--- src/rtl/spi_pkg.sv ---
// Shared definitions for the SPI transmit path: sequencer states, data-frame width
// and frame-counter helpers.
package spi_pkg;

   localparam int unsigned DF_W   = 32;
   localparam int unsigned TNUM_W = 13;

   typedef enum logic [1:0] {
      ST_IDLE = 2'd0,
      ST_XFER = 2'd1,
      ST_CRC  = 2'd2,
      ST_DONE = 2'd3
   } tx_state_e;

   // Frame counter increment that sticks at the all-ones value
   function automatic logic [TNUM_W-1:0] sat_inc(input logic [TNUM_W-1:0] v);
      return (v == {TNUM_W{1'b1}}) ? v : v + TNUM_W'(1);
   endfunction

endpackage

--- src/rtl/spi_tx_buf.sv ---
// Circular holding buffer for TX words; pointers carry a wrap bit so full and empty
// are distinguished without a separate counter.
module spi_tx_buf
   import spi_pkg::*;
#(
   parameter int unsigned DEPTH = 2,
   parameter int unsigned DW    = DF_W
) (
   input  logic                    clk,
   input  logic                    rst_n,
   input  logic                    flush,
   input  logic                    push,
   input  logic                    pop,
   input  logic [DW-1:0]           wdata,
   output logic [DW-1:0]           rdata,
   output logic [$clog2(DEPTH):0]  count_nxt,
   output logic                    full,
   output logic                    empty
);

   localparam int unsigned PW = $clog2(DEPTH);
   localparam int unsigned CW = PW + 1;

   logic [DW-1:0] mem_q [DEPTH];
   logic [DW-1:0] mem_d [DEPTH];
   logic [CW-1:0] rd_ptr_q, rd_ptr_d;
   logic [CW-1:0] wr_ptr_q, wr_ptr_d;
   logic [CW-1:0] count;
   logic          pop_ok;
   logic          push_ok;

   assign count   = wr_ptr_q - rd_ptr_q;
   assign empty   = (count == '0);
   assign full    = (count == CW'(DEPTH));
   assign pop_ok  = pop & ~empty;
   assign push_ok = push & (~full | pop_ok);
   assign rdata   = mem_q[rd_ptr_q[PW-1:0]];

   // Simultaneous push and pop on a full buffer is legal: the head slot frees as the tail fills
   always_comb begin
      mem_d    = mem_q;
      rd_ptr_d = rd_ptr_q;
      wr_ptr_d = wr_ptr_q;
      if (flush) begin
         rd_ptr_d = '0;
         wr_ptr_d = '0;
      end else begin
         if (push_ok) begin
            mem_d[wr_ptr_q[PW-1:0]] = wdata;
            wr_ptr_d                = wr_ptr_q + CW'(1);
         end
         if (pop_ok) begin
            rd_ptr_d = rd_ptr_q + CW'(1);
         end
      end
      count_nxt = wr_ptr_d - rd_ptr_d;
   end

   always_ff @(posedge clk) begin
      if (!rst_n) begin
         rd_ptr_q <= '0;
         wr_ptr_q <= '0;
      end else begin
         rd_ptr_q <= rd_ptr_d;
         wr_ptr_q <= wr_ptr_d;
      end
   end

   always_ff @(posedge clk) begin
      mem_q <= mem_d;
   end

endmodule

--- src/rtl/spi_tx_ctrl.sv ---
// SPI transmit sequencer: fills the holding buffer from bus or DMA, feeds the shifter,
// counts frames against spi_tnum and reports TX status.
module spi_tx_ctrl
   import spi_pkg::*;
#(
   parameter int unsigned     DEPTH       = 2,
   parameter logic [DF_W-1:0] UDR_PATTERN = 32'h0
) (
   input  logic              sclk_tx,
   input  logic              spi_tx_rstn,
   input  logic              spe,
   input  logic              rxonly,
   input  logic              crc_en,
   input  logic [TNUM_W-1:0] spi_tnum,
   input  logic              txdmaen,
   input  logic              dr_wr_en,
   input  logic [DF_W-1:0]   dr_wr_data,
   output logic              dma_req,
   input  logic              dma_ack,
   input  logic [DF_W-1:0]   dma_data,
   input  logic              tx_start,
   input  logic              tx_num_max_en,
   output logic [DF_W-1:0]   spi_tx_data,
   output logic              txe,
   output logic              udr,
   input  logic              udr_clr,
   output logic              wr_ovr,
   output logic              busy,
   output logic              tx_done
);

   localparam int unsigned CW  = $clog2(DEPTH) + 1;
   localparam int unsigned SW  = TNUM_W + 1;

   tx_state_e         state_q, state_d;
   logic [TNUM_W-1:0] frame_cnt_q, frame_cnt_d;
   logic              udr_q, udr_d;
   logic              wr_ovr_q, wr_ovr_d;
   logic              txe_q, txe_d;
   logic              dma_req_q, dma_req_d;
   logic              busy_q, busy_d;
   logic              tx_done_q, tx_done_d;

   logic              abort;
   logic              push_req;
   logic              pop;
   logic [DF_W-1:0]   push_data;
   logic [DF_W-1:0]   buf_rdata;
   logic [CW-1:0]     buf_count_nxt;
   logic              buf_full;
   logic              buf_empty;
   logic [TNUM_W-1:0] tnum_eff;
   logic [TNUM_W-1:0] frame_inc;
   logic              pending;

   assign abort     = ~spe | rxonly;
   assign push_req  = txdmaen ? dma_ack : dr_wr_en;
   assign push_data = txdmaen ? dma_data : dr_wr_data;
   assign pop       = tx_start & (state_q == ST_XFER) & ~buf_empty & ~abort;
   assign tnum_eff  = (spi_tnum == '0) ? TNUM_W'(1) : spi_tnum;
   assign frame_inc = sat_inc(frame_cnt_q);

   spi_tx_buf #(
      .DEPTH (DEPTH),
      .DW    (DF_W)
   ) u_buf (
      .clk       (sclk_tx),
      .rst_n     (spi_tx_rstn),
      .flush     (abort),
      .push      (push_req & ~abort),
      .pop       (pop),
      .wdata     (push_data),
      .rdata     (buf_rdata),
      .count_nxt (buf_count_nxt),
      .full      (buf_full),
      .empty     (buf_empty)
   );

   assign spi_tx_data = buf_empty ? UDR_PATTERN : buf_rdata;

   // Next-state, frame counting, sticky flags and registered status
   always_comb begin
      state_d     = state_q;
      frame_cnt_d = frame_cnt_q;
      udr_d       = udr_q & ~udr_clr;
      wr_ovr_d    = wr_ovr_q;

      if ((push_req & buf_full & ~pop & ~abort) | (dr_wr_en & txdmaen)) begin
         wr_ovr_d = 1'b1;
      end

      unique case (state_q)
         ST_IDLE: begin
            if (!abort && !buf_empty) state_d = ST_XFER;
         end
         ST_XFER: begin
            if (tx_start) begin
               frame_cnt_d = frame_inc;
               if (buf_empty && !abort) udr_d = 1'b1;
            end
            if ((tx_start && frame_inc >= tnum_eff) || tx_num_max_en) begin
               state_d = crc_en ? ST_CRC : ST_DONE;
            end
         end
         ST_CRC: begin
            if (tx_start) state_d = ST_DONE;
         end
         ST_DONE: begin
            frame_cnt_d = '0;
            state_d     = ST_IDLE;
         end
         default: state_d = ST_IDLE;
      endcase

      if (abort) begin
         state_d     = ST_IDLE;
         frame_cnt_d = '0;
      end

      // Status is computed from next-cycle values so each output tracks its register
      pending   = (SW'(frame_cnt_d) + SW'(buf_count_nxt)) < SW'(tnum_eff);
      txe_d     = buf_count_nxt < CW'(DEPTH);
      busy_d    = (state_d != ST_IDLE);
      tx_done_d = (state_d == ST_DONE);
      dma_req_d = txdmaen & ~abort & ((state_d == ST_IDLE) | (state_d == ST_XFER))
                  & (buf_count_nxt < CW'(DEPTH)) & pending;
   end

   always_ff @(posedge sclk_tx) begin
      if (!spi_tx_rstn) begin
         state_q     <= ST_IDLE;
         frame_cnt_q <= '0;
         udr_q       <= 1'b0;
         wr_ovr_q    <= 1'b0;
         txe_q       <= 1'b1;
         dma_req_q   <= 1'b0;
         busy_q      <= 1'b0;
         tx_done_q   <= 1'b0;
      end else begin
         state_q     <= state_d;
         frame_cnt_q <= frame_cnt_d;
         udr_q       <= udr_d;
         wr_ovr_q    <= wr_ovr_d;
         txe_q       <= txe_d;
         dma_req_q   <= dma_req_d;
         busy_q      <= busy_d;
         tx_done_q   <= tx_done_d;
      end
   end

   assign udr     = udr_q;
   assign wr_ovr  = wr_ovr_q;
   assign txe     = txe_q;
   assign dma_req = dma_req_q;
   assign busy    = busy_q;
   assign tx_done = tx_done_q;

endmodule
--- config.mk ---
export PLATFORM = sky130hd
export DESIGN_NAME = spi_tx_ctrl
export DESIGN_NICKNAME = d
export VERILOG_FILES = /design/src/rtl/spi_pkg.sv /design/src/rtl/spi_tx_buf.sv /design/src/rtl/spi_tx_ctrl.sv
export SDC_FILE = /design/constraint.sdc
export NUM_CORES = 1
export LEC_CHECK = 0
export ABC_AREA = 1
export BUFFER_PORTS_ARGS = -buffer_cell sky130_fd_sc_hd__buf_2
export CORE_ASPECT_RATIO = 0.75
export CORE_MARGIN = 10
export CORE_UTILIZATION = 40
export CTS_BUF_LIST = sky130_fd_sc_hd__clkbuf_16
export DETAILED_ROUTE_END_ITERATION = 16
export GPL_TIMING_DRIVEN = 0
export SLEW_MARGIN = 20
export SYNTH_ARGS = -nofsm -noshare
export SYNTH_HDL_FRONTEND = slang
export SYNTH_SLANG_ARGS = --single-unit
export TNS_END_PERCENT = 1
--- constraint.sdc ---
create_clock -name sclk_tx -period 8.8 [get_ports sclk_tx]
set_clock_uncertainty 0.1 [all_clocks]
set_input_delay 1.76 -clock sclk_tx [delete_from_list [all_inputs] [get_ports sclk_tx]]
set_output_delay 1.76 -clock sclk_tx [all_outputs]
set_load 0.05 [all_outputs]
# Word-level counts from Yosys, hierarchy flattened
# Cells that the tools add are included.
# word_totals
register_bits	89
inputBits	88
out_inout_bits	38
word_cells	98
# op_classes
addsub	6
n_lt_le_gt_ge	6
n_eq_ne	7
n_mux	27
bitwise_logic	27
reduce_logical	13
# ops
op	n
2-to-1 mux 32 bit	6
bitwise mux 64 bit	1
2-to-1 mux 13 bit	4
demux 32 bit (select 1 bit)	1
case mux 13 bit (2 select lines)	1
2-to-1 mux 2 bit	8
bitwise AND 1 bit	15
adder 13 x 2 -> 14 bit	1
< comparator 14 x 13 -> 1 bit	1
adder 13 x 1 -> 13 bit (second input constant)	1
equality test 13 bit (second input constant)	1
>= comparator 13 bit	1
logical NOT 13 bit	1
equality test 2 bit (second input constant)	4
case mux 2 bit (4 select lines)	1
logical NOT 2 bit	3
NOT 1 bit	6
2-to-1 mux 1 bit	5
adder 2 x 1 -> 2 bit (second input constant)	2
equality test 2 x 1 -> 1 bit (second input constant)	2
>= comparator 2 bit (second input constant)	2
logical AND 1 bit	4
NOT 1 -> 2 bit	2
bitwise OR 1 bit	4
other kinds (7)	9

# Logic depth before layout (Yosys ltp)
# logic_depth
ltp_word	14
ltp_mapped	30
mapped_depth_nobuf	30

# By module
# From an unflattened synthesis, not the netlist that was laid out.
# unflattened
hier_cells	731
hier_area_um2	5816.8
# modules_own_cells
module	instances	cells_each	area_per_inst_um2
spi_tx_ctrl	1	508	3146.8
spi_tx_buf	1	223	2670.1

# Worst setup path after synthesis
# No wires, ideal clock.
# synth_path
kind	input to register
start	in tx_start
end	reg dma_req_q (netlist: dma_req)
arrival_time_ns	4.969
path_slack_ns	3.614
cell_stages	27
n_path_buf	1
cell_sequence	buf_4 -> inv_1 -> nor3_1 -> nand2_1 -> nand2_1 -> nand2_1 -> a21oi_1 -> o21ai_0 -> ha_1 -> inv_1 -> nand4_1 -> nand3b_1 -> nand2_1 -> ha_1 -> a21o_1 -> nand4_2 -> nor2_4 -> nand2_2 -> xor2_1 -> ha_1 -> inv_1 -> nor3_1 -> a211oi_1 -> nand2_1 -> nand2_1 -> a21boi_0 -> nor2_1
# synth_via
elab_chain_len	12
# synth_rtl
item	line	text
from (decl)	spi_tx_ctrl.sv:21	input logic tx_start,
bitwise AND 1 bit (3 in series)	spi_tx_ctrl.sv:59	assign pop = tx_start & (state_q == ST_XFER) & ~buf_empty & ~abort;
bitwise AND 1 bit	spi_tx_buf.sv:35	assign pop_ok = pop & ~empty;
bitwise OR 1 bit	spi_tx_buf.sv:36	assign push_ok = push & (~full | pop_ok);
bitwise AND 1 bit	spi_tx_buf.sv:36	
2-to-1 mux 2 bit	spi_tx_buf.sv:48	if (push_ok) begin
2-to-1 mux 2 bit	spi_tx_buf.sv:44	if (flush) begin
subtractor 2 bit	spi_tx_buf.sv:56	count_nxt = wr_ptr_d - rd_ptr_d;
adder 13 x 2 -> 14 bit / < comparator 2 bit (equally long branches)	spi_tx_ctrl.sv:121, spi_tx_ctrl.sv:126	
< comparator 14 x 13 -> 1 bit / bitwise AND 1 bit (equally long branches)	spi_tx_ctrl.sv:121, spi_tx_ctrl.sv:126	
bitwise AND 1 bit (*)	spi_tx_ctrl.sv:126	& (buf_count_nxt < CW'(DEPTH)) & pending;
to (signal assigned)	spi_tx_ctrl.sv:145	dma_req_q <= dma_req_d;
to (decl)	spi_tx_ctrl.sv:40	logic dma_req_q, dma_req_d;
# Mark *: on every way between the ends. The rest lies on a longest branch, timed or not.
# A chain may end at the register's enable or synchronous reset.

# Final worst setup path
# layout_path
start	in txdmaen
end	reg dma_req_q (netlist: dma_req)
# layout_via
elab_chain_len	9
# layout_rtl
item	line	text
from (decl)	spi_tx_ctrl.sv:15	input logic txdmaen,
2-to-1 mux 1 bit	spi_tx_ctrl.sv:57	assign push_req = txdmaen ? dma_ack : dr_wr_en;
bitwise AND 1 bit	spi_tx_ctrl.sv:70	.push (push_req & ~abort),
bitwise AND 1 bit	spi_tx_buf.sv:36	
2-to-1 mux 2 bit	spi_tx_buf.sv:48	
2-to-1 mux 2 bit	spi_tx_buf.sv:44	
subtractor 2 bit	spi_tx_buf.sv:56	
adder 13 x 2 -> 14 bit / < comparator 2 bit (equally long branches)	spi_tx_ctrl.sv:121, spi_tx_ctrl.sv:126	
< comparator 14 x 13 -> 1 bit / bitwise AND 1 bit (equally long branches)	spi_tx_ctrl.sv:121, spi_tx_ctrl.sv:126	
bitwise AND 1 bit (*)	spi_tx_ctrl.sv:126	
# Marks and branches as above.

==> metrics.txt <==
status complete, no violations; initial antenna violation count 0; worst r2r dst dma_req; share of cells above drive strength 1 between 10% and 20%; post-layout util just over 50%; TritonCTS Sinks 89; pwr dens between 100 and 150 mW/mm^2; CP Capture Type register; Area growth syn-to-layout 22.2%; final period utilization roughly 64%; setup violators final 0; post-synthesis mux area share 0%; met1 usage between 20% and 30%; ys async rst share 0%; initial core utilization between 40% and 50%; Yosys cell types 40; clk_lat worst skew between 0.3 and 0.4 ns; reg2reg start state_q[0]; register area share after synthesis between 40% and 50%; gr busiest metal met2; largest area contributor in the netlist edfxtp_1; Yosys reg bits 89; DRC Markers 0; hold path start udr; 1st-iter DRT viols 408; Critical Path Fanout Max 8; Reg clk slew, reported paths approximately 0.070 ns; hold-critical path endpoint udr; Core Area 0.0132 sq mm; Setup CP Type input port to register; Final GP Congestion roughly 0.91; Lkg Pwr approximately 3.2 nW; clk buf depth 2; Area after DPL approximately 0.0063 sq mm; Fillers between 1000 and 1500; DRT antenna net count 0; syn nets 834; Hold Vio Cnt, Final 0; WL/cell 15.3 microns; Final Instance Count excl. Fillers 1028; vias in the first global route approximately 5300; Synth Instances about 720; cell area after layout ~0.0067 sq mm; Post-synth EDFFs 64; # port buffers between 100 and 150; startpoint type of the worst setup path input port; commonest non-fill, non-tap cell in the layout nand2_1; Compound-Gate Fraction of Synth Area 8.05%; critical path arrival approximately 5.8 ns; placed instance count about 1000; CTS HTree Levels 3; Tightest Hold Check Type register to register; first-pass GRT wire length roughly 25000 microns; hold slack between 0.3 and 0.4 ns; die footprint about 0.019 sq mm; r2r worst-path depth 26; nets 970; DPL Wire Length ~12000 microns; Synth Area in Simple Gates 31.6%; Critical Path RT 8.93 ns; GRT Resource Usage Total between 15 and 20%; Resized cells post-CTS 0; Die Wd roughly 150 microns; xor/xnor cell area share of the yosys netlist between 2 and 3%; root buf cell clkbuf_16; RSZ-0062 raised after global routing no; final setup margin about 3.1 ns; top-level I/O count 126; Die Ht roughly 120 microns; Top FF cell, synth edfxtp_1; Routed WL ~16000 microns; met3 usage approximately 3.9%; Synth Area per Inst 7.62 sq um; Remaining Overflow, GRT 0; longest individual stage delay on the worst path 0.33 ns; commonest cells after routing, fill and taps aside nand2_1, buf_2, edfxtp_1, a21oi_1, nor2_1; Max-Cap Viols 0; setup TNS 0 ns; Slew Limit Fails 0; Slowest-stage cell, CP ha_1; buffer count from post-CTS setup fixing 0; Slew @ Worst Pin ~0.55 ns; R2R Setup Slk approximately 4.3 ns; CTS tree built; crit path from txdmaen; drt first pass iters 5; worst ir drop on vdd between 0.0001 and 0.00015 V; total CTS buffers 9; hold_buf cts 0; vias post-DR approximately 5200; worst slack, placed approximately 2.8 ns; met2 Use GR approximately a quarter; top-area cell type share of the netlist area around a third; Area contributors post-synth edfxtp_1, nand2_1, dfxtp_1; largest family of logic cells by synthesized area simple AND/OR/NAND/NOR gates; hold path cells 2; total power between 0.9 and 1 mW; FP Rows 36; Post-Synth Adder-Cell Area approximately 7.0%; antenna cell count 0; Period minus WS final 5.65 ns; relative max-transition margin between 60% and 70%; post-DR vias/cell approximately 5; largest net degree at the start of global routing 25; CP most frequent cell nand2_1; fmax approximately 180 MHz; synthesized area around 0.0055 sq mm; synthesis warning total 0
-- how the worst max path moves through the flow --
stage / cells after the start / end
6_report: 27 / dma_req
5_1_grt: 27 / dma_req
4_1_cts: 27 / dma_req
3_5_place_dp: 27 / dma_req
3_3_place_gp: 27 / dma_req
2_1_floorplan: 27 / dma_req
-- power breakdown --
part,internal [mW],switching [mW],leakage (nW)
combinational,0.0321,0.0590,2.28
clock,0.252,0.166,0.160
sequential,0.459,0.00201,0.787
total,0.743,0.227,3.23
-- critical path, delay by kind of cell --
kind,cells,cell delay (ns)
xor gates and xnor gates,1,0.16
buffers and inverters,5,0.65
adders and majority gates,3,0.84
and+or+nand+nor,12,1.51
AOI/OAI and AO/OA,6,0.83
-- state kept, by name, indices dropped and copies added, names as in the netlist, 2 cells and up --
| name | flops |
|---|---|
| state_q | 2 |
| u_buf.rd_ptr_q | 2 |
| frame_cnt_q | 13 |
| u_buf.wr_ptr_q | 2 |
| u_buf.mem_q | 64 |
-- routing by layer --
layer	vias to the layer above	part of all wire, %
met5	-	0
met4	0	1.7
met3	21	6.9
met2	181	45
met1	2386	46
li1	2601	-
-- cell type report --
class                           count  area, sq um  area share, %
Multi-Input combinational cell    539         2700           40.5
Sequential cell                    89         2420           36.3
Timing Repair Buffer              125          656           9.83
Clock buffer                        9          225           3.38
Inverter                           58          218           3.27
Tap cell                          171          214           3.21
Buffer                             30          131           1.97
Clock inverter                      7          101           1.52
-- cell families (layout without fill, tap and decap cells) --
| logic type | count (synthesis) | after routing |
|---|---|---|
| AO/OA/AOI/OAI | 80 | 80 |
| XOR/XNOR | 16 | 16 |
| adder cells (fa/ha/maj) | 30 | 30 |
| buffers and inverters | 88 | 229 |
| flip-flops | 89 | 89 |
| AND/OR/NAND/NOR | 413 | 413 |
-- cells in the mapped netlist, drive strengths merged, types with 9 or more instances --
| cell | instances |
|---|---|
| dfxtp | 25 |
| a21oi | 58 |
| o21ai | 11 |
| nand4 | 10 |
| ha | 29 |
| edfxtp | 64 |
| buf | 9 |
| nand2 | 296 |
| nor2 | 62 |
| inv | 55 |
| clkbuf | 21 |
| nand3 | 34 |
| xor2 | 10 |
(Power assumes the default switching activity.)
